===== config.mk =====
export PLATFORM = sky130hd
export DESIGN_NAME = flag_register_unit
export DESIGN_NICKNAME = d
export VERILOG_FILES = /design/src/rtl/flag_register_unit.sv
export SDC_FILE = /design/constraint.sdc
export NUM_CORES = 1
export LEC_CHECK = 0
export ABC_AREA = 1
export CAP_MARGIN = 10
export CORE_UTILIZATION = 48
export CTS_CLUSTER_DIAMETER = 80
export DETAILED_ROUTE_END_ITERATION = 8
export GPL_TIMING_DRIVEN = 1
export HOLD_SLACK_MARGIN = 0.1
export PLACE_DENSITY = 0.79
export SLEW_MARGIN = 25
export SYNTH_ARGS = -nofsm -noshare
export SYNTH_HDL_FRONTEND = slang
export SYNTH_SLANG_ARGS = --single-unit

===== constraint.sdc =====
create_clock -name clk -period 2 [get_ports clk]
set_input_delay 0.2 -clock clk [delete_from_list [all_inputs] [get_ports clk]]
set_output_delay 0.2 -clock clk [all_outputs]
set_load 0.05 [all_outputs]

===== src/rtl/flag_register_unit.sv =====
// NZCV flag register for the execute-stage condition path: instruction flag writes,
// same-cycle forwarding, one-deep shadow save/restore and a saturating update counter.
module flag_register_unit #(
  parameter int unsigned CNT_W       = 16,
  parameter logic [3:0]  RESET_FLAGS = 4'b0000
) (
  input  logic             clk,
  input  logic             rst,
  input  logic             ValidE,
  input  logic             CondEx,
  input  logic [1:0]       FlagW,
  input  logic [3:0]       ALUFlags,
  input  logic             stall,
  input  logic             flush,
  input  logic             save,
  input  logic             restore,
  output logic [3:0]       Flags,
  output logic [3:0]       FlagsFwd,
  output logic             FlagsUpdated,
  output logic             SavedState,
  output logic             SaveOverrun,
  output logic             RestoreErr,
  output logic [CNT_W-1:0] UpdCount
);

  typedef enum logic [0:0] {StNormal, StSaved} state_e;

  state_e           state_q;
  logic [3:0]       flags_q, shadow_q, flags_d;
  logic             upd_q, overrun_q, rerr_q;
  logic [CNT_W-1:0] cnt_q;

  logic active, we, do_restore, do_save, wr_nz, wr_cv, write_any;

  always_comb begin
    active     = ~rst & ~stall;
    we         = ValidE & CondEx & ~flush & active;
    // Only a restore from SAVED changes anything; it beats both save and the write.
    do_restore = active & restore & (state_q == StSaved);
    do_save    = active & save & ~do_restore;
    wr_nz      = we & FlagW[1] & ~do_restore;
    wr_cv      = we & FlagW[0] & ~do_restore;
    write_any  = wr_nz | wr_cv;
    flags_d    = flags_q;
    if (do_restore) begin
      flags_d = shadow_q;
    end else begin
      if (wr_nz) flags_d[1:0] = ALUFlags[1:0];
      if (wr_cv) flags_d[3:2] = ALUFlags[3:2];
    end
  end

  always_ff @(posedge clk) begin
    if (rst) begin
      state_q   <= StNormal;
      flags_q   <= RESET_FLAGS;
      shadow_q  <= 4'b0000;
      upd_q     <= 1'b0;
      overrun_q <= 1'b0;
      rerr_q    <= 1'b0;
      cnt_q     <= '0;
    end else if (stall) begin
      upd_q     <= 1'b0;
      overrun_q <= 1'b0;
      rerr_q    <= 1'b0;
    end else begin
      flags_q   <= flags_d;
      upd_q     <= write_any;
      overrun_q <= 1'b0;
      rerr_q    <= 1'b0;
      if (write_any && (cnt_q != {CNT_W{1'b1}})) begin
        cnt_q <= cnt_q + CNT_W'(1);
      end
      case (state_q)
        StNormal: begin
          if (do_save) begin
            shadow_q <= flags_q;
            state_q  <= StSaved;
          end else if (restore) begin
            rerr_q <= 1'b1;
          end
        end
        StSaved: begin
          if (do_restore) begin
            state_q <= StNormal;
          end else if (do_save) begin
            shadow_q  <= flags_q;
            overrun_q <= 1'b1;
          end
        end
        default: state_q <= StNormal;
      endcase
    end
  end

  assign Flags        = flags_q;
  assign FlagsFwd     = flags_d;
  assign FlagsUpdated = upd_q;
  assign SavedState   = (state_q == StSaved);
  assign SaveOverrun  = overrun_q;
  assign RestoreErr   = rerr_q;
  assign UpdCount     = cnt_q;

endmodule


==> reports/metrics.csv <==
stage,metric,value,unit
status,status,"complete, no violations",
timing,Final Cycle Share,94.36,%
place,PortBufs,41,
worst_setup_path,largest delay contributor family on the critical path,buffers and inverters,
worst_setup_path,max incr delay on CP,860,ps
cts,CTS tree,yes,
timing,crit path time final,1887,ps
layout,design area,2101,sq um
flow_run,number of max-cap violations,0,
timing,setup TNS,0,ps
layout,# fillers,286,
drt,via-per-instance ratio,4.978,
global_routing,Overall Global Routing Usage,22.70,%
pwr,Power Total,0.0009481,W
yosys,Post-synth EDFFs,0,
worst_setup_path,Worst Path Buf+Inv,1,
worst_setup_path,Worst Setup End Kind,output port,
cts,Clock Tree Root,clkbuf_4,
yosys,Gate Count Post-Synth,237,
timing,RSZ-0062 raised after global routing,false,
cts,htree depth,1,
global_routing,total grt overflow,0,
timing,Fmax,529.9,MHz
floorplanning,core area,3103,sq um
cts,Num Clock Sinks,28,
cts,worst skew pair latency,320,ps
pwr,P_leak,0.8422,nW
global_routing,pin count of the biggest net entering global routing,20,
cts,cts bufs inserted,3,
layout,nets,295,
global_routing,initial antenna violation count,0,
global_routing,first-pass GRT wire length,6.099,mm
cts,hold buffers post-CTS,0,
worst_setup_path,WP depth,1,
drt,Residual DRC,0,
pwr,VDD IR-drop max,0.2304,mV
yosys,yosys warns,0,
layout,register area,560.5,sq um
drt,Final ANT Viol Nets,0,
floorplanning,die width,59.43,um
yosys,Yosys cell types,24,
yosys,syn nets,252,
place,Placer Congestion,0.8222,
place,Post-DP Area,2059,sq um
timing,Slew HR,64.23,%
worst_setup_path,Reg2Reg Depth,8,
timing,Least-Margin Pin Slew,534.9,ps
yosys,mean post-synth cell area,6.678,sq um
yosys,post-synthesis sequential area ratio,35.42,%
worst_setup_path,worst r2r dst,UpdCount[12],
timing,Fin. Hold Viols,0,
cts,number of gates resized after CTS,0,
worst_hold_path,Worst Hold Class,in2reg,
floorplanning,Rows,20,
yosys,"area leader, netlist",dfxtp_1,
yosys,"FF+latch count, synth",28,
worst_setup_path,flop2flop setup slack,340,ps
floorplanning,Die ar.,3531,sq um
worst_setup_path,CP Launch Point,UpdCount[11],
layout,area of the multi-input gates,877.1,sq um
drt,drt initial violations,92,
layout,Layout area overhead,32.73,%
worst_setup_path,data arrival time of the critical path,1690,ps
floorplanning,Die H,59.43,um
worst_setup_path,Reg2Reg Launch Point,UpdCount[1],
yosys,synth top area cells,"dfxtp_1, nand2_1, nand3_1, inv_1, a21oi_1",
timing,Setup Skew,1.853,ps
drt,final wirelength,3.577,mm
worst_setup_path,"Slowest-stage cell, CP",clkdlybuf4s50_1,
cts,Worst-path clk slew,140,ps
cts,CTS Buffer Depth,2,
worst_setup_path,critical path class,reg2out,
layout,# diodes,0,
timing,PnR worst setup slack,112.8,ps
pwr,power per cell area,451.3,nW/um^2
worst_setup_path,peak fanout along the critical path,8,
worst_setup_path,crit path cell chain,clkdlybuf4s50_1,
worst_setup_path,Worst setup endpoint,UpdCount[11],
drt,DR WL/cell,11.07,um
drt,drt first pass iters,4,
yosys,"top cells by count, synth","nand2_1, dfxtp_1, inv_1",
yosys,fraction of registers with async set/reset,0,%
yosys,share of the synthesized area in the top cell type,35.42,%
yosys,"count leader, synth",nand2_1,
place,Post-Place Worst Slack,104.8,ps
cts,Post-CTS Setup Bufs,0,
worst_setup_path,Worst setup SP type,flop,
layout,layout cell share with drive strength beyond 1,10.04,%
place,DP HPWL,2.660,mm
yosys,Synth Flop Type,dfxtp_1,
yosys,Synth Cell Area,1583,sq um
timing,"Setup violations, final",0,
timing,Final Max Slew Viols,0,
worst_setup_path,Worst EP required,1800,ps
global_routing,vias in the first global route,1471,
floorplanning,starting density of the core,51.01,%
drt,DR vias,1608,
floorplanning,IO Pins,42,
-- flip-flops by register name (all words and copies together) (netlist names) --
name,count
SavedState,1
UpdCount,16
SaveOverrun,1
FlagsUpdated,1
RestoreErr,1
Flags,4
shadow_q,4
-- routing by layer --
layer	wire, um	track usage (%)	share of wire, %
met5	0	0	0
met4	38	8.163	1.1
met3	158	4.803	4.4
met2	1765	40.29	49
met1	1613	26.64	45
-- through the flow --
step | utilization (%) | cells | hold WS, ps
3_3_place_gp | 66.37 | 319 | 462.1
6_report | 67.70 | 323 | 475.7
5_1_grt | 67.70 | 323 | 500.2
3_5_place_dp | 66.37 | 319 | 467.7
4_1_cts | 67.54 | 323 | 475.1
2_1_floorplan | - | 237 | 276.8
-- worst min-delay path by stage --
stage,to,startpoint,depth (start not counted)
CTS,SaveOverrun,restore,2
global route,SaveOverrun,restore,2
global placement,shadow_q[3],shadow_q[3],2
floorplan,SaveOverrun,restore,1
finish,SaveOverrun,restore,2
detailed placement,shadow_q[3],shadow_q[3],2
-- placed cells by master, fill, tap and decap left out, drive strengths merged --
cell	count
nor2	28
buf	6
nand3	22
a21oi	20
o21ai	10
xnor2	3
nand4	6
inv	27
nand2	80
ha	1
xor2	4
clkbuf	4
o211ai	1
dfxtp	28
nor3	2
dlymetal6s2s	2
clkdlybuf4s50	35
-- layout make-up --
type	instances	share of cell area (%)
Inverter	27	4.824
Tap cell	44	2.621
Timing Repair Buffer	43	22.39
Clock buffer	4	1.727
Sequential cell	28	26.68
Multi-Input combinational cell	177	41.75
-- logic make-up (layout without fill, tap and decap cells) --
group                    count (synthesis)  after routing  synth area share, %
AND/OR/NAND/NOR                        138            138                40.00
buffers and inverters                   32             74                9.169
AO/OA/AOI/OAI                           31             31                10.75
flip-flops                              28             28                35.42
XOR/XNOR                                 7              7                3.874
adder cells (fa/ha/maj)                  1              1               0.7904
-- where the power goes --
part | leakage (nW) | switching [W] | internal, W | total, W
Sequential | 0.226 | 0.00000326 | 0.000563 | 0.000566
Combinational | 0.595 | 0.0000606 | 0.0000469 | 0.000107
Clock | 0.0210 | 0.000163 | 0.000111 | 0.000275
Total | 0.842 | 0.000227 | 0.000721 | 0.000948
Power figures use the tool's default switching activity.
